==> src/rtl/fabric_port_arbiter_pkg.sv <==
// Shared definitions for fabric port arbitration: FSM encodings and the
// default watchdog length used by every fabric slave port.
package fabric_port_arbiter_pkg;

  typedef enum logic {
    ARB_IDLE = 1'b0,
    ARB_BUSY = 1'b1
  } arb_state_e;

  // Busy cycles before a stuck grant is forcibly revoked; 0 disables it.
  localparam int TMO_CYCLES_DEFAULT = 255;

endpackage

==> src/rtl/fabric_rr_pick.sv <==
// Combinational rotating-priority encoder. Scans req starting at ptr and
// moving upward, wrapping at NMASTERS-1 -> 0, and returns the first set bit.
// Kept free of state so other fabric ports can reuse it.
module fabric_rr_pick #(
  parameter int NMASTERS  = 4,
  parameter int IDX_WIDTH = 2
) (
  input  logic [NMASTERS-1:0]  req,
  input  logic [IDX_WIDTH-1:0] ptr,
  output logic                 any,
  output logic [IDX_WIDTH-1:0] idx
);

  logic [2*NMASTERS-1:0] req_dbl;
  logic [NMASTERS-1:0]   req_rot;

  // Rotate so that position 0 of req_rot corresponds to master ptr.
  assign req_dbl = {req, req} >> ptr;
  assign req_rot = req_dbl[NMASTERS-1:0];

  // Priority-encode the rotated vector, then map the offset back to a master index.
  always_comb begin
    logic [IDX_WIDTH:0] sum;
    // NOTE: every output of a combinational block gets a default on entry,
    // otherwise paths that skip an assignment infer a latch.
    sum = '0;
    any = 1'b0;
    idx = '0;
    // Scan from the highest offset down so the lowest offset is assigned last and wins.
    for (int off = NMASTERS - 1; off >= 0; off--) begin
      if (req_rot[off]) begin
        sum = {1'b0, ptr} + (IDX_WIDTH + 1)'(off);
        if (sum >= (IDX_WIDTH + 1)'(NMASTERS)) begin
          sum = sum - (IDX_WIDTH + 1)'(NMASTERS);
        end
        any = 1'b1;
        idx = sum[IDX_WIDTH-1:0];
      end
    end
  end

endmodule

==> src/rtl/fabric_port_arbiter.sv <==
// Round-robin arbiter for one shared fabric slave port. A grant is held from
// its first cycle until the slave reports completion (i_done) or the watchdog
// revokes it; completion re-arbitrates in the same cycle with no idle bubble.
module fabric_port_arbiter
  import fabric_port_arbiter_pkg::*;
#(
  parameter int NMASTERS   = 4,
  parameter int IDX_WIDTH  = 2,
  parameter int TMO_WIDTH  = 8,
  parameter int TMO_CYCLES = TMO_CYCLES_DEFAULT
) (
  input  logic                 clk,
  input  logic                 rst,
  input  logic [NMASTERS-1:0]  i_req,
  input  logic                 i_done,
  output logic [NMASTERS-1:0]  o_gnt,
  output logic [IDX_WIDTH-1:0] o_gnt_idx,
  output logic                 o_busy,
  output logic                 o_tmo,
  output logic [IDX_WIDTH-1:0] o_tmo_idx
);

  localparam bit                   TMO_EN   = (TMO_CYCLES != 0);
  // Counter value seen on the last busy cycle before the forced release.
  localparam logic [TMO_WIDTH-1:0] TMO_LAST = TMO_WIDTH'(TMO_CYCLES - 1);
  localparam logic [TMO_WIDTH-1:0] CNT_MAX  = '1;
  localparam logic [IDX_WIDTH-1:0] LAST_IDX = IDX_WIDTH'(NMASTERS - 1);

  arb_state_e           state_q,   state_d;
  logic [NMASTERS-1:0]  gnt_q,     gnt_d;
  logic [IDX_WIDTH-1:0] gnt_idx_q, gnt_idx_d;
  logic                 busy_q,    busy_d;
  logic                 tmo_q,     tmo_d;
  logic [IDX_WIDTH-1:0] tmo_idx_q, tmo_idx_d;
  logic [IDX_WIDTH-1:0] rr_ptr_q,  rr_ptr_d;
  logic [TMO_WIDTH-1:0] cnt_q,     cnt_d;

  logic                 pick_any;
  logic [IDX_WIDTH-1:0] pick_idx;
  logic                 tmo_hit;

  fabric_rr_pick #(
    .NMASTERS  (NMASTERS),
    .IDX_WIDTH (IDX_WIDTH)
  ) u_pick (
    .req (i_req),
    .ptr (rr_ptr_q),
    .any (pick_any),
    .idx (pick_idx)
  );

  assign tmo_hit = TMO_EN && (cnt_q == TMO_LAST);

  // Next-state logic: arbitrate from IDLE or on completion, count busy cycles, revoke on timeout.
  always_comb begin
    logic grant_new;
    grant_new = 1'b0;
    state_d   = state_q;
    gnt_d     = gnt_q;
    gnt_idx_d = gnt_idx_q;
    busy_d    = busy_q;
    tmo_d     = 1'b0;
    tmo_idx_d = tmo_idx_q;
    rr_ptr_d  = rr_ptr_q;
    cnt_d     = cnt_q;

    unique case (state_q)
      ARB_IDLE: begin
        // A stray i_done here has no owner to release and is ignored.
        grant_new = pick_any;
      end
      ARB_BUSY: begin
        if (i_done) begin
          // Completion beats a coinciding timeout; hand over directly if anyone waits.
          if (pick_any) begin
            grant_new = 1'b1;
          end else begin
            state_d = ARB_IDLE;
            gnt_d   = '0;
            busy_d  = 1'b0;
            cnt_d   = '0;
          end
        end else if (tmo_hit) begin
          state_d   = ARB_IDLE;
          gnt_d     = '0;
          busy_d    = 1'b0;
          cnt_d     = '0;
          tmo_d     = 1'b1;
          tmo_idx_d = gnt_idx_q;
        end else if (cnt_q != CNT_MAX) begin
          cnt_d = cnt_q + 1'b1;
        end
      end
      default: begin
        state_d = ARB_IDLE;
      end
    endcase

    if (grant_new) begin
      state_d           = ARB_BUSY;
      gnt_d             = '0;
      gnt_d[pick_idx]   = 1'b1;
      gnt_idx_d         = pick_idx;
      busy_d            = 1'b1;
      cnt_d             = '0;
      rr_ptr_d          = (pick_idx == LAST_IDX) ? '0 : pick_idx + 1'b1;
    end
  end

  // State and output registers; reset drops any grant immediately.
  always_ff @(posedge clk or posedge rst) begin
    if (rst) begin
      state_q   <= ARB_IDLE;
      gnt_q     <= '0;
      gnt_idx_q <= '0;
      busy_q    <= 1'b0;
      tmo_q     <= 1'b0;
      tmo_idx_q <= '0;
      rr_ptr_q  <= '0;
      cnt_q     <= '0;
    end else begin
      // NOTE: sequential state uses non-blocking assignment so every flop
      // samples the pre-edge values regardless of statement order.
      state_q   <= state_d;
      gnt_q     <= gnt_d;
      gnt_idx_q <= gnt_idx_d;
      busy_q    <= busy_d;
      tmo_q     <= tmo_d;
      tmo_idx_q <= tmo_idx_d;
      rr_ptr_q  <= rr_ptr_d;
      cnt_q     <= cnt_d;
    end
  end

  assign o_gnt     = gnt_q;
  assign o_gnt_idx = gnt_idx_q;
  assign o_busy    = busy_q;
  assign o_tmo     = tmo_q;
  assign o_tmo_idx = tmo_idx_q;

endmodule

==> config.mk <==
export PLATFORM = sky130hd
export DESIGN_NAME = fabric_port_arbiter
export DESIGN_NICKNAME = d
export VERILOG_FILES = /design/src/rtl/fabric_port_arbiter_pkg.sv /design/src/rtl/fabric_rr_pick.sv /design/src/rtl/fabric_port_arbiter.sv
export SDC_FILE = /design/constraint.sdc
export NUM_CORES = 1
export LEC_CHECK = 0
export BUFFER_PORTS_ARGS = -buffer_cell sky130_fd_sc_hd__buf_4
export CORE_AREA = 10 10 62 64
export CTS_CLUSTER_DIAMETER = 80
export CTS_CLUSTER_SIZE = 40
export DETAILED_ROUTE_END_ITERATION = 8
export DIE_AREA = 0 0 72 74
export GPL_TIMING_DRIVEN = 0
export SYNTH_ARGS = -nofsm -noshare
export SYNTH_HDL_FRONTEND = slang
export SYNTH_HIERARCHICAL = 1
export SYNTH_SLANG_ARGS = --single-unit
==> constraint.sdc <==
create_clock -name clk -period 5.6 [get_ports clk]
set_clock_uncertainty 0.1 [all_clocks]
set_input_delay 0 -clock clk [delete_from_list [all_inputs] [get_ports clk]]
set_output_delay 0 -clock clk [all_outputs]
set_load 0.01 [all_outputs]
; Word level (Yosys, flattened, before mapping)
; Index checks and enable logic that the tools add are counted.
; W data, S select, Z words.
[classes]
addsub = 9
order_cmp = 6
eq_ne = 4
n_shift = 1
n_mux = 41
n_bitwise = 2
reduce_logical = 7
[op_table]
columns = operator, n
row1 = $mux W8, 6
row2 = $mux W4, 5
row3 = $mux W1, 19
row4 = $mux W2, 9
row5 = $ge A3 B3 Y1 const B, 3
row6 = $reduce_and A3 Y1, 3
row7 = $add A8 B1 Y8 const B, 1
row8 = $eq A8 B8 Y1 const B, 1
row9 = $ne A8 B8 Y1 const B, 1
row10 = $shr A8 B2 Y4, 1
row11 = $sub A2 B1 Y2 const B, 4
row12 = $add A2 B2 Y3 const B, 2
row13 = $reduce_bool A4 Y1, 1
row14 = $add A2 B1 Y3 const B, 1
row15 = $ge A2 B3 Y1 const B, 1
row16 = $lt A2 B3 Y1 const B, 1
row17 = $ne A3 B2 Y1 const B, 1
row18 = $reduce_bool A3 Y1, 1
row19 = $add A2 B1 Y2 const B, 1
row20 = $demux W1 S2, 1
row21 = $eq A2 B2 Y1 const B, 1
row22 = $ge A2 B1 Y1 const B, 1
row23 = $not A1 Y1, 2
row24 = $pmux W1 S2, 1
row25 = other kinds (2), 2
[word_totals]
reg_bits = 21
word_cells = 78

; Logic depth before layout (Yosys ltp)
; Gate-level depths: netlist (run 1).
[depth]
ltp_word = 12
ltp_mapped = 7
depth_no_buf = 7

; Modules after synthesis
; Netlist (run 1), hierarchy kept.
[by_module_without_submodules]
columns = mod, instances, cells_each, area_per_inst_um2, seq_area_each_um2
row1 = fabric_port_arbiter, 1, 103, 1083.5, 525.5
row2 = fabric_rr_pick, 1, 15, 77.6, 0.0

; Worst setup path after synthesis (run 1)
; No wires, ideal clock.
[synth_path]
kind = register to register
start = reg cnt_q[0]
end = reg cnt_q[6]
setup_ns = 0.121
arrival_time_ns = 1.585
required_ns = 5.379
path_slack_ns = 3.794
path_stages_with_launch = 8
n_path_buf = 1
synth_period_minus_slack_ns = 1.806
cell_sequence = dfrtp_1 > inv_1 > ha_1 > and3_4 > o41ai_2 > buf_4 > o31ai_1 > a22o_1
[synth_via]
elab_chain_cells = 6
[synth_rtl]
columns = item, line_no
row1 = "start, declared", fabric_port_arbiter.sv:36  ; logic [TMO_WIDTH-1:0] cnt_q, cnt_d;
row2 = "start signal, assigned", fabric_port_arbiter.sv:131  ; cnt_q <= cnt_d;
row3 = $add A8 B1 Y8, fabric_port_arbiter.sv:91  ; cnt_d = cnt_q + 1'b1;
row4 = $mux W8, fabric_port_arbiter.sv:90  ; end else if (cnt_q != CNT_MAX) begin
row5 = $mux W8, fabric_port_arbiter.sv:83  ; end else if (tmo_hit) begin
row6 = $mux W8, fabric_port_arbiter.sv:73  ; if (i_done) begin
row7 = $mux W8, fabric_port_arbiter.sv:67  ; unique case (state_q)
row8 = $mux W8, fabric_port_arbiter.sv:99  ; if (grant_new) begin
; Parallel ways exist; a longest one is shown, timed or not. The select of a mux whose other input is x is not followed.
; A chain may end at the register's enable or synchronous reset.

; Worst setup path after layout (run 1)
; Same ends and word-level chain as after synthesis.

==> metrics.txt, run 1 <==
run status complete, no violations; fin cells 171; deepest clock path buffer count 2; end point of the most critical hold path o_gnt_idx[1]; CTS clock-pin slew for the worst setup and hold paths 130 ps; 1st-pass router iterations 4; Lkg Pwr 0.671 nW; Setup-failing EPs final 0; layout net count 154; average vias per placed instance 5.26; drt wl/cell 13.9 um; buffers added on ports 16; startpoint type of the worst setup path flop; Yosys warning total 6; type of the worst min-delay path in2reg; Resize count post-CTS 0; ratio of final minimum period to clock period 0.348; CP Depth 7; setup repair after global routing missed its margin false; kind of cell adding the most delay to the critical path compound AO/OA/AOI/OAI gates; Die Y-Extent 74 um; global-route usage over all layers 0.0953; R2R depth 7; final period demand of the worst path 1950 ps; required time worst endpoint 5710 ps; crit path capture type flop; clock tree from TritonCTS built; number of vias in the routed layout 900; Crit-path slowest cell sky130_fd_sc_hd__dfrtp_1; critical-path cell list inv_1 > ha_1 > and3_4 > o41ai_2 > buf_4 > o31ai_1 > a22o_1; final std cell area, no fill 0.00137 mm2; total placed cells including tap cells 165; setup TNS after final layout 0 ps; synthesized netlist net count 131; remaining global-route overflow 0; final antenna-violating net count 0; starting density of the core 0.436; cell area reported after detailed placement 0.00132 mm2; Cells on Worst Hold Path 5; insertion delay of the later-clocked pin in the worst-skew pair 310 ps; reg-to-reg endpoint cnt_q[6]; global routing met2 resource utilization 0.147; IO Pins 17; register area share after synthesis 0.453; crit path max fanout 10; setup slack on the worst flop-to-flop path 3650 ps; CP bufs+invs 2; Post-DP HPWL 1840 um; r2r startpoint cnt_q[0]; worst ir drop on vdd 0.192 mV; cells after synthesis 118; transition at the pin with the smallest max-transition slack 808 ps; stage delay of the slowest cell on the critical path 440 ps; Util after Layout 0.514; weighted congestion reported at the end of routability-driven placement 0.783; mean area per synthesized cell 9.84 um2; DR DRC count 0; overall die area 0.00533 mm2; launching instance or port of the critical path cnt_q[0]; number of synthesized register bits 21; top post-synthesis cells by area sky130_fd_sc_hd__dfrtp_1, sky130_fd_sc_hd__ha_1, sky130_fd_sc_hd__a22o_1; first-pass GRT wire length 4200 um; Synth area leader sky130_fd_sc_hd__dfrtp_1; Top Usage Layer GRT met2; total wire length 2380 um; met1 track utilization from global routing 0.120; Worst Path Arrival 2060 ps; critical path class reg2reg; DRC marker count from the first detailed-route iteration 49; routing usage on met3 0.0306; synth unique cells 35; Hold Vio Cnt, Final 0; CTS H-tree depth 1; synthesis-to-finish area growth 17.8%; Worst Min Path Start i_req[3]; maximum capacitance violations 0; Post-Synthesis Cell Area 0.00116 mm2; post-route total power 0.000380 W; Inserted Clock Buffers 3; power per cell area 278 mW/mm2; antenna cell count 0; number of antenna violations at the first check in global routing 0; core region area 0.00266 mm2; maximum number of pins on one net before global-route repair 22; Synth top area share 0.453; f_max 513 MHz; std cell rows 19; final number of max-transition violations 0; worst max-slew margin expressed relative to the limit 0.461; Horiz. Die Dim 72 um; clock root buffer sky130_fd_sc_hd__clkbuf_4; clock tree sinks 21; layout cell share with drive strength beyond 1 0.214; via count of the first global-routing pass 933
where the power goes:
part | total [W] | switching (W) | internal [W] | leakage [nW]
sequential | 0.000194 | 0.0000192 | 0.000175 | 0.273
combinational | 0.000111 | 0.0000568 | 0.0000538 | 0.380
clock | 0.0000755 | 0.0000488 | 0.0000266 | 0.0177
Yosys cell counts:
master and number:
sky130_fd_sc_hd__o31ai_1 2, sky130_fd_sc_hd__a2111oi_0 1, sky130_fd_sc_hd__nand3_1 5, sky130_fd_sc_hd__o21ai_0 6, sky130_fd_sc_hd__a21o_1 4, sky130_fd_sc_hd__ha_1 6
sky130_fd_sc_hd__o41ai_2 1, sky130_fd_sc_hd__nand2b_4 1, sky130_fd_sc_hd__or2_2 1, sky130_fd_sc_hd__o211ai_1 2, sky130_fd_sc_hd__nor2_1 3, sky130_fd_sc_hd__a22o_1 6
sky130_fd_sc_hd__and4_1 1, sky130_fd_sc_hd__clkbuf_1 1, sky130_fd_sc_hd__buf_4 1, sky130_fd_sc_hd__inv_1 12, sky130_fd_sc_hd__a211oi_4 1, sky130_fd_sc_hd__and2_1 1
sky130_fd_sc_hd__and3_1 1, sky130_fd_sc_hd__nand2b_1 5, sky130_fd_sc_hd__nand4_1 3, sky130_fd_sc_hd__o22ai_1 2, sky130_fd_sc_hd__nor2b_1 1, sky130_fd_sc_hd__mux2_2 2
sky130_fd_sc_hd__dfrtp_1 21, sky130_fd_sc_hd__and3_4 1, sky130_fd_sc_hd__nand2_1 11, sky130_fd_sc_hd__a221o_1 1, sky130_fd_sc_hd__nor3b_1 2, sky130_fd_sc_hd__o21ai_1 1
sky130_fd_sc_hd__a21oi_1 7, sky130_fd_sc_hd__o221ai_1 1, sky130_fd_sc_hd__buf_2 2, sky130_fd_sc_hd__nor3_1 1, sky130_fd_sc_hd__or3_1 1
layout make-up:
| type | count | area, um2 |
|---|---|---|
| Multi-Input combinational cell | 81 | 569 |
| Tap cell | 31 | 38.8 |
| Clock buffer | 3 | 22.5 |
| Clock inverter | 1 | 5.00 |
| Inverter | 12 | 45.0 |
| Buffer | 4 | 21.3 |
| Fill cell | 252 | 1290 |
| Sequential cell | 21 | 526 |
| Timing Repair Buffer | 18 | 140 |
kinds of logic (layout without fill, tap and decap cells):
logic type | after synthesis | after routing | synth area share
and+or+nand+nor | 38 | 38 | 0.183
AOI/OAI and AO/OA | 35 | 35 | 0.223
buffers and inverters | 16 | 38 | 0.0571
adders and majority gates | 6 | 6 | 0.0647
muxes | 2 | 2 | 0.0194
DFF | 21 | 21 | 0.453
placed cells by master, fill, tap and decap left out, types with 3 or more instances in the layout:
cell                       count
sky130_fd_sc_hd__buf_4        17
sky130_fd_sc_hd__nand4_1       3
sky130_fd_sc_hd__nand2_1      11
sky130_fd_sc_hd__nand3_1       5
sky130_fd_sc_hd__nor2_1        3
sky130_fd_sc_hd__nand2b_1      5
sky130_fd_sc_hd__a22o_1        6
sky130_fd_sc_hd__ha_1          6
sky130_fd_sc_hd__a21oi_1       7
sky130_fd_sc_hd__dfrtp_1      21
sky130_fd_sc_hd__inv_1        12
sky130_fd_sc_hd__a21o_1        4
sky130_fd_sc_hd__o21ai_0       6
sky130_fd_sc_hd__clkbuf_4      3
per-stage QoR:
stage | hold WS, ps | setup WS [ps]
floorplan | -123 | 3790
global placement | 99.6 | 3700
detailed placement | 123 | 3670
CTS | 72.7 | 3650
global route | 142 | 3530
finish | 81.6 | 3650
how the worst max path moves through the flow:
stage               end
5_1_grt        cnt_q[7]
6_report       cnt_q[6]
4_1_cts        cnt_q[6]
3_3_place_gp   cnt_q[6]
2_1_floorplan  cnt_q[6]
3_5_place_dp   cnt_q[6]
per-layer routing:
| metal | wire (um) | up-vias |
|---|---|---|
| li1 | - | 464 |
| met1 | 1160 | 419 |
| met2 | 1080 | 15 |
| met3 | 117 | 2 |
| met4 | 13 | 0 |
| met5 | 0 | - |
tightest hold or removal path, stage by stage:
cell	delay, ps
sky130_fd_sc_hd__buf_4	120
sky130_fd_sc_hd__inv_1	50
sky130_fd_sc_hd__a21oi_1	90
sky130_fd_sc_hd__inv_1	110
sky130_fd_sc_hd__o21ai_0	90
sequential cells by signal (all words and copies together) (netlist names):
name and cells:
cnt_q 8, o_busy 1, o_gnt 4, o_gnt_idx 2, o_tmo 1, o_tmo_idx 2, rr_ptr_q 2, state_q 1
what timing repair did:
item / 4_1_cts / 5_1_grt
hold buffers: 2 / 0
setup buffers: 0 / 0
hold endpoints to repair: 27 / 0
Note: power is estimated with default switching activity, not from simulation.
==> inputs of run 2 (changes only) <==
--- a/config.mk
+++ b/config.mk
@@ -5,12 +5,13 @@
 export SDC_FILE = /design/constraint.sdc
 export NUM_CORES = 1
 export LEC_CHECK = 0
+export ABC_AREA = 1
 export BUFFER_PORTS_ARGS = -buffer_cell sky130_fd_sc_hd__buf_4
-export CORE_AREA = 10 10 62 64
+export CORE_AREA = 10 10 67 69
 export CTS_CLUSTER_DIAMETER = 80
 export CTS_CLUSTER_SIZE = 40
 export DETAILED_ROUTE_END_ITERATION = 8
-export DIE_AREA = 0 0 72 74
+export DIE_AREA = 0 0 77 79
 export GPL_TIMING_DRIVEN = 0
 export SYNTH_ARGS = -nofsm -noshare
 export SYNTH_HDL_FRONTEND = slang
==> constraint.sdc (replaced) <==
create_clock -name clk -period 2 [get_ports clk]
set_clock_uncertainty 0.1 [all_clocks]
set_input_delay 0 -clock clk [delete_from_list [all_inputs] [get_ports clk]]
set_output_delay 0 -clock clk [all_outputs]
set_load 0.01 [all_outputs]
==> metrics.txt, run 2 <==
switching power 0.00119 W; CTS H-tree depth 1; switching power as a share of total power 0.468; remaining global-route overflow 0; average vias per placed instance 4.87; Top Usage Layer GRT met2; worst setup slack after placement -115 ps; clock root buffer sky130_fd_sc_hd__clkbuf_4; number of antenna violations at the first check in global routing 0; Setup-failing EPs final 9; power per cell area 1340 mW/mm2; most frequently used flop master after synthesis sky130_fd_sc_hd__dfrtp_1; drt wl/cell 12.4 um; mean area per synthesized cell 7.17 um2; first-pass GRT wire length 5620 um; number of enable-type register cells in the synthesized netlist 0; transition at the pin with the smallest max-transition slack 774 ps; Crit-path slowest cell sky130_fd_sc_hd__dfrtp_1; Cells on Worst Hold Path 7; routing usage on met3 0.0236; Yosys warning total 6; weighted congestion reported at the end of routability-driven placement 0.875; portion of total power attributed to combinational logic 0.662; antenna cell count 0; cell with the most instances after synthesis sky130_fd_sc_hd__nand2_1; R2R depth 13; total placed cells including tap cells 253; max reg flops 8; DRC marker count from the first detailed-route iteration 94; stage delay of the slowest cell on the critical path 400 ps; IO Pins 17; crit path capture type flop; Final Worst Setup Slack -21.4 ps; violated checks setup timing; worst max-slew margin expressed relative to the limit 0.484; maximum capacitance violations 0; setup repair after global routing missed its margin true; layout net count 239; global routing met2 resource utilization 0.208; via count of the first global-routing pass 1323; leading cell types in the layout, fill and taps excluded sky130_fd_sc_hd__nand2_1, sky130_fd_sc_hd__buf_4, sky130_fd_sc_hd__inv_1, sky130_fd_sc_hd__nand2_2, sky130_fd_sc_hd__dfrtp_1; clock tree from TritonCTS built; required time worst endpoint 2140 ps; f_max 495 MHz; design internal power 0.00135 W; ratio of final minimum period to clock period 1.01; share of power burned in registers 0.257; total wire length 3350 um; final antenna-violating net count 0; insertion delay of the later-clocked pin in the worst-skew pair 300 ps; cells after synthesis 191; overall die area 0.00608 mm2; synthesized netlist net count 204; 1st-pass router iterations 4; kind of cell adding the most delay to the critical path simple AND/OR/NAND/NOR gates; CTS clock-pin slew for the worst setup and hold paths 120 ps; end point of the most critical hold path o_gnt_idx[1]; Inserted Clock Buffers 3; leading cell type in the layout, fill and taps excluded sky130_fd_sc_hd__nand2_1; final period demand of the worst path 2020 ps; critical-path cell list buf_6 > nand2_1 > nand3_2 > nand2_4 > a21oi_2 > nand4_1 > buf_4 > nor2_1 > inv_2 > nand2_4 > buf_6 > nand2_2 > o21ai_2; number of vias in the routed layout 1321; met1 track utilization from global routing 0.116; number of synthesized register bits 21; type of the worst min-delay path in2reg; Post-DP HPWL 2240 um; top post-synthesis cells by area sky130_fd_sc_hd__dfrtp_1, sky130_fd_sc_hd__nand2_1, sky130_fd_sc_hd__inv_1; setup slack on the worst flop-to-flop path -20 ps; CP bufs+invs 4; run status complete, but fails checks; Hold Vio Cnt, Final 0; final number of max-transition violations 0; top cells by count, synth sky130_fd_sc_hd__nand2_1, sky130_fd_sc_hd__inv_1, sky130_fd_sc_hd__dfrtp_1, sky130_fd_sc_hd__nand3_1, sky130_fd_sc_hd__nor2_1; std cell rows 21; r2r startpoint rr_ptr_q[0]; fin cells 271; core region area 0.00323 mm2; Worst Min Path Start i_req[3]; buffers added on ports 16; synth unique cells 22; starting density of the core 0.424; crit path max fanout 6; worst ir drop on vdd 0.951 mV; startpoint type of the worst setup path flop; filler instances 313; clock tree sinks 21; Synth area leader sky130_fd_sc_hd__dfrtp_1; reg-to-reg endpoint cnt_q[1]; register area share after synthesis 0.384; DR DRC count 0; deepest clock path buffer count 2; async set-or-reset flop fraction in the synthesized netlist 1.00; register bank with the most flops cnt_q; Die Y-Extent 79 um; global-route usage over all layers 0.108; maximum number of pins on one net before global-route repair 22; critical path class reg2reg; synthesis-to-finish area growth 38.1%; CP Depth 13; Horiz. Die Dim 77 um; Lkg Pwr 0.944 nW; Worst Path Arrival 2160 ps; Synth top area share 0.384; clock network power share 0.081; Post-Synthesis Cell Area 0.00137 mm2; layout cell share with drive strength beyond 1 0.396
run 2: cell types whose count changed after synthesis, sizes merged, moves of 3 or more:
cell    previous run  this run
nand3              5        14
a21o               4         0
inv               12        28
nor2               3        14
nand2b             6         0
o21ai              7        10
nand2             11        82
a21oi              7         2
a22o               6         0
run 2: worst max-delay path by stage:
stage / start / endpoint
6_report: rr_ptr_q[0] / cnt_q[1]
3_5_place_dp: rr_ptr_q[0] / cnt_q[1]
5_1_grt: rr_ptr_q[0] / cnt_q[5]
2_1_floorplan: rr_ptr_q[0] / cnt_q[4]
3_3_place_gp: rr_ptr_q[0] / cnt_q[0]
4_1_cts: rr_ptr_q[0] / cnt_q[1]
run 2: metrics by stage:
stage	power (W)	utilization	setup TNS, ps	hold WS, ps	cell area (um2)
after global placement	0.00171	0.479	-340	95.4	1550
after detailed placement	0.00174	0.479	-500	103	1550
after CTS	0.00212	0.527	0	217	1700
after global routing	0.00277	0.585	-1380	303	1890
after floorplan	0.00144	-	0	-123	1370
final	0.00254	0.585	-117	251	1890
run 2: area by class of cell:
class | instances | area [um2] | share of cell area
plain buffers | 3 | 33.8 | 0.0179
clock buffers | 3 | 22.5 | 0.0119
clock inverters | 1 | 5.00 | 0.00265
inverters | 28 | 118 | 0.0622
multi-input cells | 139 | 890 | 0.471
flip-flops and latches | 21 | 527 | 0.279
well taps | 46 | 57.6 | 0.0304
repair buffers | 30 | 238 | 0.126
run 2: repair_timing:
| action | 4_1_cts | 5_1_grt |
|---|---|---|
| gates cloned | 1 | 0 |
| hold buffers | 2 | 0 |
| pin swaps | 6 | 19 |
| resized for setup | 16 | 44 |
| hold endpoints to repair | 25 | 0 |
| setup buffers | 8 | 4 |
| endpoints found under the setup margin | 13 | 18 |
run 2: power groups by stage:
stage	clock network (W)	registers, W	logic [W]
after floorplan	0	0.000656	0.000780
after global placement	0	0.000640	0.00107
after detailed placement	0	0.000642	0.00109
after CTS	0.000215	0.000639	0.00126
after global routing	0.000239	0.000667	0.00187
final	0.000205	0.000651	0.00168
run 2: kinds of logic after synthesis:
| group | count (synthesis) | share of synthesized area |
|---|---|---|
| AO/OA/AOI/OAI | 14 | 0.0548 |
| adder cells (fa/ha/maj) | 6 | 0.0548 |
| buffers and inverters | 31 | 0.105 |
| AND/OR/NAND/NOR | 116 | 0.382 |
| flip-flops | 21 | 0.384 |
| XOR/XNOR | 3 | 0.0192 |
run 2: routing by layer:
layer | vias up | routed length [um]
met4 | 0 | 118
met5 | - | 0
met2 | 34 | 1770
met3 | 14 | 144
met1 | 617 | 1310
li1 | 656 | -
run 2: worst register-to-register path, delay by kind of cell, from the launching register on:
kind / cells / cell delay [ps]
AOI/OAI and AO/OA: 2 / 140
buffers and inverters: 4 / 560
DFF: 1 / 400
and+or+nand+nor: 7 / 760
==> inputs of run 3 (changes only) <==
--- a/config.mk
+++ b/config.mk
@@ -5,14 +5,15 @@
 export SDC_FILE = /design/constraint.sdc
 export NUM_CORES = 1
 export LEC_CHECK = 0
-export ABC_AREA = 1
+export ABC_AREA = 0
 export BUFFER_PORTS_ARGS = -buffer_cell sky130_fd_sc_hd__buf_4
-export CORE_AREA = 10 10 67 69
+export CORE_AREA = 10 10 62 64
 export CTS_CLUSTER_DIAMETER = 80
 export CTS_CLUSTER_SIZE = 40
 export DETAILED_ROUTE_END_ITERATION = 8
-export DIE_AREA = 0 0 77 79
+export DIE_AREA = 0 0 72 74
 export GPL_TIMING_DRIVEN = 0
+export SLEW_MARGIN = 25
 export SYNTH_ARGS = -nofsm -noshare
 export SYNTH_HDL_FRONTEND = slang
 export SYNTH_HIERARCHICAL = 1
==> metrics.txt, run 3 (synthesis results as in run 1) <==
filler instances 248; global routing met2 resource utilization 0.147; f_max 515 MHz; starting density of the core 0.436; R2R depth 7; setup repair after global routing missed its margin false; required time worst endpoint 2110 ps; portion of total power attributed to combinational logic 0.294; total wire length 2480 um; met1 track utilization from global routing 0.120; clock tree sinks 21; transition at the pin with the smallest max-transition slack 809 ps; share of power burned in registers 0.509; reg-to-reg endpoint cnt_q[6]; layout net count 158; layout cell share with drive strength beyond 1 0.236; overall die area 0.00533 mm2; maximum capacitance violations 0; deepest clock path buffer count 2; IO Pins 17; Setup-failing EPs final 0; Horiz. Die Dim 72 um; drt wl/cell 14.1 um; type of the worst min-delay path in2reg; Inserted Clock Buffers 3; worst ir drop on vdd 0.536 mV; end point of the most critical hold path o_gnt_idx[1]; crit path capture type flop; number of vias in the routed layout 924; power per cell area 760 mW/mm2; remaining global-route overflow 0; 1st-pass router iterations 4; switching power as a share of total power 0.328; final period demand of the worst path 1940 ps; setup slack on the worst flop-to-flop path 60 ps; maximum number of pins on one net before global-route repair 22; run status complete, no violations; CTS clock-pin slew for the worst setup and hold paths 130 ps; Hold Vio Cnt, Final 0; leading cell types in the layout, fill and taps excluded sky130_fd_sc_hd__dfrtp_1, sky130_fd_sc_hd__buf_4, sky130_fd_sc_hd__inv_1, sky130_fd_sc_hd__nand2_1, sky130_fd_sc_hd__a21oi_1; Die Y-Extent 74 um; crit path max fanout 6; Worst Min Path Start i_req[3]; worst hold slack across all endpoints 82.4 ps; clock tree from TritonCTS built; setup TNS after final layout 0 ps; clock root buffer sky130_fd_sc_hd__clkbuf_4; antenna cell count 0; Lkg Pwr 0.707 nW; Cells on Worst Hold Path 5; DRC marker count from the first detailed-route iteration 38; routing usage on met3 0.0306; worst max-slew margin expressed relative to the limit 0.460; Post-DP HPWL 1840 um; synthesis-to-finish area growth 21.1%; global-route usage over all layers 0.0953; buffers added on ports 16; weighted congestion reported at the end of routability-driven placement 0.783; ratio of final minimum period to clock period 0.971; first-pass GRT wire length 4200 um; leading cell type in the layout, fill and taps excluded sky130_fd_sc_hd__dfrtp_1; core region area 0.00266 mm2; startpoint type of the worst setup path flop; critical path class reg2reg; r2r startpoint cnt_q[0]; final antenna-violating net count 0; Top Usage Layer GRT met2; Worst Path Arrival 2050 ps; average vias per placed instance 5.28; register bank with the most flops cnt_q; std cell rows 19; clock network power share 0.197; DR DRC count 0; CTS H-tree depth 1; design internal power 0.000718 W; switching power 0.000351 W; Util after Layout 0.528; number of antenna violations at the first check in global routing 0; insertion delay of the later-clocked pin in the worst-skew pair 310 ps; final number of max-transition violations 0; max reg flops 8; via count of the first global-routing pass 933
==> run 3: how the worst max path moves through the flow <==
stage,startpoint,to,slack (ps)
floorplan,cnt_q[0],cnt_q[6],190
global placement,cnt_q[0],cnt_q[6],100
detailed placement,cnt_q[0],cnt_q[6],70
CTS,cnt_q[0],cnt_q[6],50
global route,rr_ptr_q[0],rr_ptr_q[1],20
finish,cnt_q[0],cnt_q[6],60
==> run 3: per-stage QoR <==
step	cell area (um2)	setup WS (ps)	std cells	total power [W]
finish	1410	58.2	175	0.00107
CTS	1370	53.8	171	0.00109
global route	1410	19.8	175	0.00115
global placement	1320	99.4	165	0.000855
floorplan	1160	194	118	0.000732
detailed placement	1320	74.0	165	0.000868
==> run 3: repair_timing <==
action	in CTS	in global routing
endpoints found under the setup margin	0	6
gates resized for setup	0	2
hold buffers	2	0
setup buffers	0	3
endpoints found under the hold margin	27	0
==> run 3: critical path, cell delays in order, from the launching register on <==
cell and delay (ps):
sky130_fd_sc_hd__dfrtp_1 440, sky130_fd_sc_hd__inv_1 70, sky130_fd_sc_hd__ha_1 210, sky130_fd_sc_hd__and3_4 210, sky130_fd_sc_hd__o41ai_4 330, sky130_fd_sc_hd__buf_4 210
sky130_fd_sc_hd__o31ai_1 80, sky130_fd_sc_hd__a22o_1 220
==> run 3: area by class of cell <==
cell class                      instances  area [um2]  share of cell area
Buffer                                  4        21.3              0.0151
Timing Repair Buffer                   22         168               0.119
Clock inverter                          1        5.00             0.00356
Multi-Input combinational cell         81         581               0.413
Tap cell                               31        38.8              0.0276
Clock buffer                            3        22.5              0.0160
Sequential cell                        21         526               0.374
Inverter                               12        45.0              0.0320
==> run 3: per-layer routing <==
metal / up-vias / routed length [um] / share of wire
li1: 475 / - / -
met1: 434 / 1240 / 0.50
met2: 13 / 1110 / 0.45
met3: 2 / 114 / 0.046
met4: 0 / 13 / 0.0053
met5: - / 0 / 0
==> run 3: power by group through the flow <==
stage / clock network (W) / logic, W / registers [W]
finish: 0.000211 / 0.000314 / 0.000544
CTS: 0.000226 / 0.000319 / 0.000545
global placement: 0 / 0.000305 / 0.000550
global route: 0.000233 / 0.000360 / 0.000557
floorplan: 0 / 0.000169 / 0.000563
detailed placement: 0 / 0.000317 / 0.000551
